**config.mk**
```make
export PLATFORM = sky130hd
export DESIGN_NAME = data_mux_sync_flat
export DESIGN_NICKNAME = d
export VERILOG_FILES = /design/src/rtl/data_mux_sync_if.sv /design/src/rtl/data_mux_sync.sv /design/src/flat_wrapper.sv
export SDC_FILE = /design/constraint.sdc
export NUM_CORES = 1
export LEC_CHECK = 0
export ABC_AREA = 1
export BUFFER_PORTS_ARGS = -buffer_cell sky130_fd_sc_hd__buf_2
export CAP_MARGIN = 10
export CORE_AREA = 2 2 308 310
export CTS_CLUSTER_DIAMETER = 30
export DETAILED_ROUTE_END_ITERATION = 8
export DIE_AREA = 0 0 310 312
export GPL_TIMING_DRIVEN = 0
export PLACE_DENSITY = 0.42
export REMOVE_ABC_BUFFERS = 1
export SLEW_MARGIN = 20
export SYNTH_ARGS = -nofsm -noshare
export SYNTH_HDL_FRONTEND = slang
export SYNTH_SLANG_ARGS = --single-unit
```
**constraint.sdc**
```tcl
create_clock -name clk -period 6.45 [get_ports clk]
set_input_delay 1.935 -clock clk [delete_from_list [all_inputs] [get_ports clk]]
set_output_delay 1.935 -clock clk [all_outputs]
set_load 0.02 [all_outputs]
```
**src/rtl/data_mux_sync_if.sv**
```systemverilog
// Stream bundle for data_mux_sync: N input AXIS-style lanes and one output lane.
// The mux is the slave of this bundle; the driving environment is the master.
interface data_mux_sync_if #(
  parameter int DATA_WIDTH = 32,
  parameter int N_INPUTS   = 16
);
  logic [N_INPUTS-1:0][DATA_WIDTH-1:0] tdata_in;
  logic [N_INPUTS-1:0]                 tvalid_in;
  logic [N_INPUTS-1:0]                 tready_in;
  logic [DATA_WIDTH-1:0]               tdata_out;
  logic                                tvalid_out;
  logic                                tready_out;

  modport slave (
    input  tdata_in, tvalid_in, tready_out,
    output tready_in, tdata_out, tvalid_out
  );

  modport master (
    output tdata_in, tvalid_in, tready_out,
    input  tready_in, tdata_out, tvalid_out
  );
endinterface

```
**src/rtl/data_mux_sync.sv**
```systemverilog
// N:1 link data mux with idle insertion after linkReset, header substitution on orbitSync,
// event-boundary select latching, a 2-entry output skid buffer and a BX/orbit-length check.
module data_mux_sync #(
  parameter int DATA_WIDTH          = 32,
  parameter int N_INPUTS            = 16,
  parameter int SEL_WIDTH           = $clog2(N_INPUTS),
  parameter int IDLE_CNT_WIDTH      = 16,
  parameter int ORBIT_LEN           = 3564,
  parameter int OUTPUT_REVERSE_BITS = 1
) (
  input  logic                      clk,
  input  logic                      aresetn,
  data_mux_sync_if.slave            bus,
  input  logic [IDLE_CNT_WIDTH-1:0] n_idle_words,
  input  logic [SEL_WIDTH-1:0]      output_select,
  input  logic [DATA_WIDTH-1:0]     idle_word,
  input  logic [DATA_WIDTH-1:0]     idle_word_BX0,
  input  logic [DATA_WIDTH-1:0]     header_mask,
  input  logic [DATA_WIDTH-1:0]     header,
  input  logic [DATA_WIDTH-1:0]     header_BX0,
  input  logic                      fc_orbitSync,
  input  logic                      fc_linkReset,
  input  logic                      clear_status,
  output logic [SEL_WIDTH-1:0]      active_select,
  output logic [11:0]               bx_count,
  output logic                      orbit_err
);
  localparam logic [11:0]               BX_LAST = 12'(ORBIT_LEN - 1);
  localparam logic [11:0]               BX_MAX  = 12'hFFF;
  localparam logic [IDLE_CNT_WIDTH-1:0] CNT_ONE = IDLE_CNT_WIDTH'(1);

  logic [DATA_WIDTH-1:0]     buf0, buf1, buf0_n, buf1_n;
  logic [1:0]                fill, fill_n;
  logic                      run;
  logic                      orbit_q, link_q;
  logic                      orbit_pend, reset_pend, orbit_pend_n, reset_pend_n;
  logic [IDLE_CNT_WIDTH-1:0] countdown, countdown_n, cnt_load;
  logic [SEL_WIDTH-1:0]      sel_n;
  logic [11:0]               bx_n;
  logic                      err_n, err_set;
  logic                      orbit_seen, orbit_seen_n;
  logic                      adv, pop, push;
  logic [DATA_WIDTH-1:0]     hdr, cand_word, wr_word;
  logic                      cand_valid;

  // run holds tready_in low for the cycle of reset release so no beat is taken in reset
  assign adv            = run && (fill != 2'd2);
  assign pop            = (fill != 2'd0) && bus.tready_out;
  assign push           = adv && cand_valid;
  assign bus.tready_in  = {N_INPUTS{adv}};
  assign bus.tvalid_out = (fill != 2'd0);
  assign bus.tdata_out  = buf0;

  always_comb begin
    cnt_load    = reset_pend ? n_idle_words : countdown;
    sel_n       = active_select;
    countdown_n = countdown;
    if (adv) begin
      if (reset_pend || (orbit_pend && countdown == '0))
        sel_n = output_select;
      countdown_n = (cnt_load != '0) ? cnt_load - CNT_ONE : cnt_load;
    end

    // the beat that consumes an event already comes from the newly latched select
    hdr        = orbit_pend ? header_BX0 : header;
    cand_word  = idle_word;
    cand_valid = 1'b1;
    if (cnt_load != '0) begin
      cand_word = orbit_pend ? idle_word_BX0 : idle_word;
    end else if (int'(sel_n) < N_INPUTS) begin
      cand_word  = (bus.tdata_in[sel_n] & ~header_mask) | (hdr & header_mask);
      cand_valid = bus.tvalid_in[sel_n];
    end

    wr_word = cand_word;
    if (OUTPUT_REVERSE_BITS != 0) begin
      for (int i = 0; i < DATA_WIDTH; i++)
        wr_word[i] = cand_word[DATA_WIDTH-1-i];
    end
  end

  always_comb begin
    buf0_n = buf0;
    buf1_n = buf1;
    fill_n = fill;
    case ({push, pop})
      2'b10: begin
        if (fill == 2'd0) buf0_n = wr_word;
        else              buf1_n = wr_word;
        fill_n = fill + 2'd1;
      end
      2'b01: begin
        buf0_n = buf1;
        fill_n = fill - 2'd1;
      end
      2'b11: begin
        if (fill == 2'd1) begin
          buf0_n = wr_word;
        end else begin
          buf0_n = buf1;
          buf1_n = wr_word;
        end
      end
      default: ;
    endcase
  end

  always_comb begin
    bx_n         = bx_count;
    err_set      = 1'b0;
    orbit_seen_n = orbit_seen;
    if (adv && orbit_pend) begin
      err_set      = orbit_seen && (bx_count != BX_LAST);
      orbit_seen_n = 1'b1;
      bx_n         = push ? 12'd1 : 12'd0;
    end else if (push && bx_count != BX_MAX) begin
      bx_n = bx_count + 12'd1;
    end
    err_n = err_set ? 1'b1 : (clear_status ? 1'b0 : orbit_err);

    // an edge arriving on the consuming cycle is a new event and must survive
    orbit_pend_n = (fc_orbitSync & ~orbit_q) ? 1'b1 : (adv ? 1'b0 : orbit_pend);
    reset_pend_n = (fc_linkReset & ~link_q)  ? 1'b1 : (adv ? 1'b0 : reset_pend);
  end

  always_ff @(posedge clk) begin
    if (!aresetn) begin
      buf0          <= '0;
      buf1          <= '0;
      fill          <= 2'd0;
      run           <= 1'b0;
      orbit_q       <= fc_orbitSync;
      link_q        <= fc_linkReset;
      orbit_pend    <= 1'b0;
      reset_pend    <= 1'b0;
      countdown     <= '0;
      active_select <= '0;
      bx_count      <= '0;
      orbit_err     <= 1'b0;
      orbit_seen    <= 1'b0;
    end else begin
      buf0          <= buf0_n;
      buf1          <= buf1_n;
      fill          <= fill_n;
      run           <= 1'b1;
      orbit_q       <= fc_orbitSync;
      link_q        <= fc_linkReset;
      orbit_pend    <= orbit_pend_n;
      reset_pend    <= reset_pend_n;
      countdown     <= countdown_n;
      active_select <= sel_n;
      bx_count      <= bx_n;
      orbit_err     <= err_n;
      orbit_seen    <= orbit_seen_n;
    end
  end
endmodule
```
**src/flat_wrapper.sv**
```systemverilog
// flat-port wrapper written by rule: the top's interface ports become plain ports
module data_mux_sync_flat 
#(
  parameter int DATA_WIDTH          = 32,
  parameter int N_INPUTS            = 16,
  parameter int SEL_WIDTH           = $clog2(N_INPUTS),
  parameter int IDLE_CNT_WIDTH      = 16,
  parameter int ORBIT_LEN           = 3564,
  parameter int OUTPUT_REVERSE_BITS = 1
)
  (clk, aresetn, n_idle_words, output_select, idle_word, idle_word_BX0, header_mask, header, header_BX0, fc_orbitSync, fc_linkReset, clear_status, active_select, bx_count, orbit_err, bus_tdata_in, bus_tvalid_in, bus_tready_out, bus_tready_in, bus_tdata_out, bus_tvalid_out);
  data_mux_sync_if #(.DATA_WIDTH(DATA_WIDTH), .N_INPUTS(N_INPUTS)) bus_i ();
  input  logic clk;
  input  logic aresetn;
  input  logic [IDLE_CNT_WIDTH-1:0] n_idle_words;
  input  logic [SEL_WIDTH-1:0] output_select;
  input  logic [DATA_WIDTH-1:0] idle_word;
  input  logic [DATA_WIDTH-1:0] idle_word_BX0;
  input  logic [DATA_WIDTH-1:0] header_mask;
  input  logic [DATA_WIDTH-1:0] header;
  input  logic [DATA_WIDTH-1:0] header_BX0;
  input  logic fc_orbitSync;
  input  logic fc_linkReset;
  input  logic clear_status;
  output logic [SEL_WIDTH-1:0] active_select;
  output logic [11:0] bx_count;
  output logic orbit_err;
  input wire logic [$bits(bus_i.tdata_in)-1:0] bus_tdata_in;
  input wire logic [$bits(bus_i.tvalid_in)-1:0] bus_tvalid_in;
  input wire logic [$bits(bus_i.tready_out)-1:0] bus_tready_out;
  output wire logic [$bits(bus_i.tready_in)-1:0] bus_tready_in;
  output wire logic [$bits(bus_i.tdata_out)-1:0] bus_tdata_out;
  output wire logic [$bits(bus_i.tvalid_out)-1:0] bus_tvalid_out;
  assign bus_i.tdata_in = bus_tdata_in;
  assign bus_i.tvalid_in = bus_tvalid_in;
  assign bus_i.tready_out = bus_tready_out;
  assign bus_tready_in = bus_i.tready_in;
  assign bus_tdata_out = bus_i.tdata_out;
  assign bus_tvalid_out = bus_i.tvalid_out;
  data_mux_sync #(.DATA_WIDTH(DATA_WIDTH), .N_INPUTS(N_INPUTS), .SEL_WIDTH(SEL_WIDTH), .IDLE_CNT_WIDTH(IDLE_CNT_WIDTH), .ORBIT_LEN(ORBIT_LEN), .OUTPUT_REVERSE_BITS(OUTPUT_REVERSE_BITS)) u_core (.clk(clk), .aresetn(aresetn), .bus(bus_i), .n_idle_words(n_idle_words), .output_select(output_select), .idle_word(idle_word), .idle_word_BX0(idle_word_BX0), .header_mask(header_mask), .header(header), .header_BX0(header_BX0), .fc_orbitSync(fc_orbitSync), .fc_linkReset(fc_linkReset), .clear_status(clear_status), .active_select(active_select), .bx_count(bx_count), .orbit_err(orbit_err));
endmodule
```
==> impl_metrics.tcl, run 1 <==
set metrics [dict create \
    startpoint_type "flop" \
    path_class "flop to flop" \
    drive_gt1_share_pct 29.6 \
    grt_pass1_vias 17300 \
    synth_common_cells "nand2_1 (875), nand3_1 (633), inv_1 (192)" \
    r2r_start "u_core.orbit_pend" \
    area_growth_pct 47.4 \
    path_buf_inv 13 \
    avgViaCountPerCell 4.20 \
    finalCritPeriodShare_pct 95.5 \
    cts_hold_buf 0 \
    die_w_um 310 \
    dp.cells 4193 \
    finalClockSkew_ns 0.0200 \
    leakage_nw 9.44 \
    fin_cells 4228 \
    cp_top_family "buffers and inverters" \
    netlist_top_cells_area "nand2_1 (27%), nand3_1 (26%), dfxtp_1 (17%)" \
    period_needed_ns 6.16 \
    wl_mm 84.1 \
    hp-start "u_core.orbit_err" \
    synth_top_area_share_pct 27.1 \
    dpl.hpwl_mm 64.1 \
    end_kind "flop" \
    grt_usage_pct 16.4 \
    async_flop_share_pct 0 \
    max_freq_mhz 162 \
    status "complete, no violations" \
    synth_edf_count 0 \
    synth_warnings 0 \
    r2r_end "u_core.buf1[6]" \
    final_hold_viol_count 0 \
    ys_seq_elements 105 \
    place.gp.congestion 0.851 \
    synth_top_area_cell "nand2_1" \
    hold_end "u_core.orbit_err" \
    drc 0 \
    drt_first_pass_iters 5 \
    io_pins 780 \
    min_path_cells 2 \
    grt_pass1_wl_mm 116 \
    tightest_slew_ns 1.01 \
    yosysMostFrequentCell "nand2_1" \
    drv_slew 0 \
    core_area_mm2 0.0930 \
    htreeDepth 3 \
    start_util_pct 13.0 \
    antenna_left 0 \
    clockBufferDepth 2 \
    synth.avg_cell_area_um2 5.24 \
    n_fill_cell 11200 \
    via_count 17700 \
    die_area_mm2 0.0967 \
    rows 112 \
    hp-class "flop to flop" \
    slew_headroom_pct 32.5 \
    wl_per_cell_um 19.9 \
    startpoint "u_core.orbit_pend" \
    cts.clk_slew.worst_paths_ns 0.11 \
    crit_fanout 46 \
    syn_inst 2311 \
    syn-cell-area_mm2 0.0121 \
    worstPathArrival_ns 6.45 \
    cts_tree "built" \
    cap_viol_max_count 0 \
    netlist-cell-type-count 38 \
    clk_latency_ns 0.40 \
    cts_buffers 9 \
    fin_nets 3681 \
    numPortBuffers 779 \
    ys_seq_area_share_pct 17.4 \
    grt_overflow 0 \
    drt_iter0_drc 1168 \
    fp.dieH_um 312 \
    cpPeakStageDelay_ns 0.53 \
    regToRegSetupSlack_ns 0.29 \
    antenna_found_initial 19 \
    critPathRequiredTime_ns 6.74 \
    slowest_stage "dfxtp_4" \
    reg2reg_depth 29 \
    grt_setup_unrepaired "false" \
    p_per_area_mw_per_mm2 235 \
    cts_root_buf "clkbuf_16" \
    synthFlopType "dfxtp_1" \
    final-setup-viol-count 0 \
    grt_max_degree 102 \
    ir_drop_v 0.000120 \
    hold-worst-slack_ns 0.472 \
    cts.sinks 105 \
]
## flip-flops by register name (all words and copies together) (netlist names)
signal,count
u_core.active_select,4
u_core.buf1,32
u_core.bus.tdata_out,32
u_core.bx_count,12
u_core.countdown,16
u_core.fill,2
u_core.link_q,1
u_core.orbit_err,1
u_core.orbit_pend,1
u_core.orbit_q,1
u_core.orbit_seen,1
u_core.reset_pend,1
u_core.run,1
## where the power goes
group	internal (mW)	leakage [nW]	switching [mW]
logic	0.863	8.42	1.77
clock network	0.284	0.153	0.363
registers	0.814	0.864	0.0964
## worst register-to-register path: cells and delay by family, from the launching register on
family	cells	cell delay (ns)
DFF	1	0.53
adders and majority gates	1	0.22
AOI/OAI and AO/OA	4	0.65
buffers and inverters	13	2.77
and+or+nand+nor	11	1.89
## per-stage QoR
| step | instance area [µm²] | utilization [%] | power (mW) | setup WS [ns] | setup TNS [ns] |
|---|---|---|---|---|---|
| detailed placement | 17400 | 18.7 | 3.56 | -0.210 | -1.15 |
| CTS | 17800 | 19.1 | 4.26 | 0.124 | 0 |
| global route | 17800 | 19.2 | 4.55 | 0.000195 | 0 |
| floorplan | 11100 | - | 2.31 | -3.34 | -230.29 |
| finish | 17800 | 19.2 | 4.19 | 0.292 | 0 |
| global placement | 16600 | 17.8 | 3.48 | -11.90 | -871.37 |
## routing by layer
layer	vias up	GRT usage, %	part of all wire [%]
met5	-	0	0.029
met4	4	5.95	3.1
met3	104	2.68	6.4
met2	706	29.0	49
met1	8146	19.7	42
li1	8788	-	-
## cell families (layout without fill, tap and decap cells)
family	after synthesis	count (layout)	synth area share, %
AND/OR/NAND/NOR	1589	1593	57.1
AO/OA/AOI/OAI	201	201	8.62
buffers and inverters	384	1033	14.3
XOR/XNOR	16	16	1.16
flip-flops	105	105	17.4
other	0	10	0
multiplexers	8	8	0.661
adder cells (fa/ha/maj)	8	8	0.827
## area by class of cell
cell class                      count  area, µm²  area share (%)
Antenna cell                       10       25.0           0.140
Clock buffer                        9        225            1.26
Clock inverter                      7       88.8           0.498
Inverter                          201        771            4.32
Multi-Input combinational cell   1826       8430            47.3
Sequential cell                   105       2110            11.8
Tap cell                         1254       1570            8.79
Timing Repair Buffer              816       4630            25.9
## worst max path at each step
stage | depth (start not counted) | slack [ns] | end
CTS | 27 | 0.12 | u_core.buf1[6]
global placement | 21 | -11.90 | u_core.bus.tdata_out[8]
finish | 29 | 0.29 | u_core.buf1[6]
global route | 29 | 0.0002 | u_core.buf1[6]
detailed placement | 20 | -0.21 | u_core.buf1[6]
floorplan | 16 | -3.34 | u_core.buf1[0]
## what timing repair did
action                                  in CTS  in global routing
cloned                                       2                  2
endpoints found under the setup margin       5                  7
resized for setup                            1                  3
buffers inserted                             1                  4
pin swaps                                    3                  4
## layout by cell type, fill, tap and decap left out, drive strengths merged, types with 2 or more instances in the layout
master,instances
a21oi,132
a31oi,3
buf,816
clkbuf,9
clkinv,5
dfxtp,105
diode,10
ha,8
inv,203
mux2i,8
nand2,888
nand3,638
nand4,4
nor2,40
nor3,11
nor4,2
o21ai,62
or2,9
xnor2,3
xor2,13
Note: power is estimated with default switching activity, not from simulation.
==> run 2, diff against run 1 <==
Settings changed: PLACE_DENSITY 0.42 to 0.44.
==> run 2 against run 1 <==
  * Utilization decreased by 0.062 points
  * Maximum frequency grew 3.2%
  * Non-clock buffer count fell by 3
  * Largest power group unchanged
  * First-iteration DRC count fell by 3.9%
  * Combinational power about the same
  * Via count shrank 1.2%
  * Count of clock-buffer cells in the layout unchanged
  * Sequential share of layout area barely moved
  * Cell area is 0.32% lower
  * Clock skew is 0.0065 ns lower
  * Sequential cell count unchanged
  * Die area did not move
==> impl_metrics.tcl, run 2 (synthesis results as in run 1) <==
set metrics [dict create \
    finalClockSkew_ns 0.0135 \
    fin_nets 3674 \
    cts_hold_buf 0 \
    path_buf_inv 8 \
    antenna_found_initial 21 \
    grt_overflow 0 \
    clockBufferDepth 2 \
    final_common_cell "nand2_1" \
    path_class "flop to flop" \
    cts_root_buf "clkbuf_16" \
    swShare_pct 52.9 \
    die_w_um 310 \
    leakage_nw 9.42 \
    fin_cells 4222 \
    min_path_cells 2 \
    p_comb_share_pct 63.3 \
    seq_power_share_pct 21.7 \
    grt_usage_pct 15.9 \
    cts.sinks 105 \
    critPathRequiredTime_ns 6.74 \
    reg2reg_depth 25 \
    tightest_slew_ns 0.842 \
    setup_slack_ns 0.482 \
    place.gp.congestion 0.846 \
    regToRegSetupSlack_ns 0.48 \
    p_int_mw 1.97 \
    hold-worst-slack_ns 0.470 \
    drv_slew 0 \
    slowest_stage "nand2_8" \
    max_freq_mhz 168 \
    drc 0 \
    post-cts-setup-buffers 0 \
    hp-start "u_core.orbit_err" \
    rows 112 \
    r2r_end "u_core.buf1[1]" \
    avgViaCountPerCell 4.15 \
    cts.clk_slew.worst_paths_ns 0.09 \
    postPlaceCellArea_mm2 0.0174 \
    area_growth_pct 46.9 \
    dp_slack_ns 0.174 \
    crit_fanout 59 \
    io_pins 780 \
    p_per_area_mw_per_mm2 236 \
    period_needed_ns 5.97 \
    drt_iter0_drc 1122 \
    antenna_left 0 \
    status "complete, no violations" \
    end_kind "flop" \
    dp.cells 4195 \
    die_area_mm2 0.0967 \
    finalCritPeriodShare_pct 92.5 \
    design_area_mm2 0.0178 \
    grt_setup_unrepaired "false" \
    drive_gt1_share_pct 29.5 \
    final_hold_viol_count 0 \
    start_util_pct 13.0 \
    numPortBuffers 779 \
    ctsResizeCount 0 \
    grt_pass1_vias 17200 \
    wl_mm 80.5 \
    wl_per_cell_um 19.1 \
    ir_drop_v 0.000146 \
    power.total_mw 4.19 \
    cts_buffers 9 \
    via_count 17500 \
    r2r_start "u_core.orbit_pend" \
    cp_top_family "simple AND/OR/NAND/NOR gates" \
    cpPeakStageDelay_ns 0.70 \
    power_switching_mw 2.22 \
    hp-class "flop to flop" \
    slew_headroom_pct 43.9 \
    final_cell_mix "nand2_1 (870), buf_2 (778), nand3_1 (633), inv_1 (190), a21oi_1 (132)" \
    core_area_mm2 0.0930 \
    p_clk_share_pct 15.0 \
    grt_pass1_wl_mm 112 \
    fp.dieH_um 312 \
    dpl.hpwl_mm 62.9 \
    htreeDepth 3 \
    grt_max_degree 124 \
    worstPathArrival_ns 6.26 \
    cts_tree "built" \
    startpoint_type "flop" \
    clk_latency_ns 0.39 \
    drt_first_pass_iters 5 \
    cap_viol_max_count 0 \
    final-setup-viol-count 0 \
    hold_end "u_core.orbit_err" \
]
==> run 2: cell types whose count changed in the layout (fill, tap and decap cells not counted) <==
| cell | previous run | this run |
|---|---|---|
| buf_12 | 7 | 6 |
| buf_16 | 18 | 20 |
| buf_4 | 12 | 9 |
| buf_6 | 1 | 0 |
| clkinv_8 | 2 | 3 |
| diode_2 | 10 | 11 |
| inv_4 | 3 | 4 |
| inv_8 | 3 | 1 |
| nand2_4 | 12 | 11 |
| nand2_8 | 4 | 2 |
| nand3_2 | 3 | 2 |
==> run 2: layout make-up <==
cell class,count,area [µm²]
Antenna cell,11,27.5
Clock buffer,9,225
Clock inverter,7,93.8
Fill cell,11000,75300
Inverter,201,766
Multi-Input combinational cell,1822,8370
Sequential cell,105,2110
Tap cell,1254,1570
Timing Repair Buffer,813,4630
==> run 2: how the worst max path moves through the flow <==
stage	from	endpoint	slack [ns]	cells after the start
after floorplan	u_core.fill[0]	u_core.buf1[0]	-3.34	16
after global placement	u_core.orbit_pend	u_core.bus.tdata_out[8]	-12.56	21
after detailed placement	output_select[0]	u_core.buf1[26]	0.17	19
after CTS	u_core.orbit_pend	u_core.buf1[1]	0.48	25
after global routing	u_core.orbit_pend	u_core.buf1[26]	0.18	28
final	u_core.orbit_pend	u_core.buf1[1]	0.48	25
==> run 2: routing by layer <==
layer | GRT usage, % | vias to the layer above | wire length (µm)
li1 | - | 8771 | -
met1 | 19.2 | 7916 | 33600
met2 | 28.1 | 719 | 38800
met3 | 2.33 | 117 | 5160
met4 | 6.46 | 6 | 2970
met5 | 0 | - | 41
==> run 2: stage by stage <==
stage                     utilization [%]  TNS (ns)
after floorplan                         -   -230.29
after global placement               17.8   -912.57
after detailed placement             18.7         0
after CTS                            19.1         0
after global routing                 19.1         0
final                                19.1         0
==> run 2: worst reg2reg max path: stages, from the launching register on <==
cell	delay (ns)
dfxtp_4	0.61
inv_4	0.24
buf_16	0.25
nor2_1	0.26
nand2_1	0.07
nor2_1	0.08
nand3_1	0.08
nand2_2	0.16
nand3_4	0.65
nand2_8	0.72
nand2_1	0.18
nand3_1	0.11
nand3_1	0.12
nand3_1	0.20
nand3_2	0.20
nand2_2	0.13
inv_2	0.08
ha_1	0.21
o211ai_1	0.50
buf_4	0.28
buf_4	0.20
buf_4	0.17
buf_4	0.17
a21oi_1	0.07
o21ai_0	0.09
inv_1	0.05
==> run 2: power by group through the flow <==
stage / combinational (mW) / clock (mW) / sequential, mW
floorplan: 1.34 / 0 / 0.979
global placement: 2.58 / 0 / 0.928
detailed placement: 2.70 / 0 / 0.925
CTS: 2.70 / 0.674 / 0.910
global route: 2.94 / 0.686 / 0.933
finish: 2.65 / 0.628 / 0.910
==> run 3, diff against run 2 <==
Settings changed: PLACE_DENSITY 0.44 to 0.45.
==> run 3 against run 2 <==
  * Largest cell class unchanged
  * Power decreased by 0.99%
  * Routed wire length increased by 4.1%
  * Maximum frequency decreased by 1.3%
  * Sequential cell count unchanged
  * Combinational power about the same
==> impl_metrics.tcl, run 3 (synthesis results as in run 1) <==
set metrics [dict create \
    cap_viol_max_count 0 \
    leakage_nw 9.44 \
    p_per_area_mw_per_mm2 232 \
    p_int_mw 1.96 \
    drt_iter0_drc 1445 \
    avgViaCountPerCell 4.21 \
    clk_latency_ns 0.39 \
    grt_pass1_vias 16900 \
    grt_max_degree 122 \
    cpPeakStageDelay_ns 0.55 \
    wl_mm 83.8 \
    slowest_stage "dfxtp_4" \
    grt_usage_pct 16.3 \
    final_hold_viol_count 0 \
    dpl.hpwl_mm 63.4 \
    regArea_mm2 0.00211 \
    finalCritPeriodShare_pct 93.7 \
    final_common_cell "nand2_1" \
    ir_drop_v 0.000117 \
    dp.cells 4194 \
    numPortBuffers 779 \
    hp-start "u_core.orbit_err" \
    fp.dieH_um 312 \
    cts_root_buf "clkbuf_16" \
    io_pins 780 \
    cts_hold_buf 0 \
    power_switching_mw 2.19 \
    cp_num_cells 28 \
    via_count 17800 \
    path_class "flop to flop" \
    max_freq_mhz 165 \
    critPathRequiredTime_ns 6.73 \
    cp_common_cell "buf_4" \
    min_path_cells 2 \
    slew_headroom_pct 41.8 \
    antenna_found_initial 24 \
    antenna_left 0 \
    hold_end "u_core.orbit_err" \
    grt_pass1_wl_mm 114 \
    htreeDepth 3 \
    die_w_um 310 \
    status "complete, no violations" \
    tightest_slew_ns 0.872 \
    fin_nets 3683 \
    cts.clk_slew.worst_paths_ns 0.09 \
    cp_top_family "buffers and inverters" \
    n_fill_cell 11200 \
    drc 0 \
    wl_per_cell_um 19.8 \
    worstPathArrival_ns 6.32 \
    final_cell_mix "nand2_1 (870), buf_2 (778), nand3_1 (633), inv_1 (190), a21oi_1 (132)" \
    hp-class "flop to flop" \
    p_comb_share_pct 63.7 \
    r2r_start "u_core.orbit_pend" \
    period_needed_ns 6.04 \
    cts_tree "built" \
    area_growth_pct 47.4 \
    drt_first_pass_iters 7 \
    hold-worst-slack_ns 0.470 \
    reg2reg_depth 28 \
    crit_fanout 48 \
    cts.sinks 105 \
    final-setup-viol-count 0 \
    cts_buffers 9 \
    path_buf_inv 12 \
    drive_gt1_share_pct 29.6 \
    grt_overflow 0 \
    core_area_mm2 0.0930 \
    r2r_end "u_core.buf1[8]" \
    start_util_pct 13.0 \
    multi_input_area_mm2 0.00842 \
    seq_power_share_pct 22.0 \
    rows 112 \
    finalClockSkew_ns 0.0157 \
    p_clk_share_pct 14.3 \
    drv_slew 0 \
    startpoint_type "flop" \
    grt_setup_unrepaired "false" \
    regToRegSetupSlack_ns 0.41 \
    clockBufferDepth 2 \
    die_area_mm2 0.0967 \
    swShare_pct 52.8 \
    place.gp.congestion 0.913 \
    fin_cells 4230 \
    end_kind "flop" \
]
-- run 3: final cells by class --
class | count | share of cell area, %
Timing Repair Buffer | 818 | 26.2
Clock buffer | 10 | 1.28
Multi-Input combinational cell | 1826 | 47.2
Clock inverter | 6 | 0.350
Sequential cell | 105 | 11.8
Inverter | 201 | 4.32
Antenna cell | 10 | 0.140
Tap cell | 1254 | 8.79
-- run 3: worst max-delay path by stage --
stage                       from                  endpoint  slack [ns]
4_1_cts        u_core.orbit_pend            u_core.buf1[7]        0.10
2_1_floorplan     u_core.fill[0]            u_core.buf1[0]       -3.34
5_1_grt        u_core.orbit_pend            u_core.buf1[7]        0.06
3_3_place_gp   u_core.orbit_pend  u_core.bus.tdata_out[10]      -12.12
6_report       u_core.orbit_pend            u_core.buf1[8]        0.41
3_5_place_dp   u_core.orbit_pend            u_core.buf1[6]       -0.26
-- run 3: routing by layer --
| layer | part of all wire [%] | wire length [µm] | vias to the layer above | track usage [%] |
|---|---|---|---|---|
| met5 | 0.13 | 113 | - | 0 |
| met1 | 41 | 34000 | 8109 | 19.4 |
| li1 | - | - | 8777 | - |
| met2 | 49 | 41000 | 785 | 29.0 |
| met3 | 7.4 | 6220 | 117 | 2.94 |
| met4 | 2.9 | 2470 | 16 | 5.83 |
-- run 3: metrics by stage --
stage	instance area [µm²]	setup WS [ns]	total power [mW]	setup TNS, ns	utilization [%]
6_report	17900	0.405	4.15	0	19.2
5_1_grt	17800	0.0596	4.49	0	19.2
4_1_cts	17800	0.104	4.22	0	19.1
3_5_place_dp	17400	-0.260	3.58	-2.30	18.7
3_3_place_gp	16600	-12.12	3.48	-886.88	17.8
2_1_floorplan	11100	-3.34	2.31	-230.29	-
-- run 3: worst min-delay path, cell delays in order (launching register included) --
cell and delay, ns:
dfxtp_1 0.32, nand2_1 0.06, a21oi_1 0.05
-- run 3: power groups by stage --
| stage | registers, mW | logic (mW) | clock network, mW |
|---|---|---|---|
| floorplan | 0.979 | 1.34 | 0 |
| global placement | 0.929 | 2.55 | 0 |
| detailed placement | 0.926 | 2.65 | 0 |
| CTS | 0.912 | 2.68 | 0.630 |
| global route | 0.933 | 2.91 | 0.645 |
| finish | 0.912 | 2.64 | 0.594 |
-- run 3: repair_timing --
| action | 4_1_cts | 5_1_grt |
|---|---|---|
| endpoints found under the setup margin | 46 | 5 |
| gates resized for setup | 1 | 2 |
| pin swaps | 2 | 1 |
| cloned | 3 | 1 |
| setup buffers | 2 | 4 |
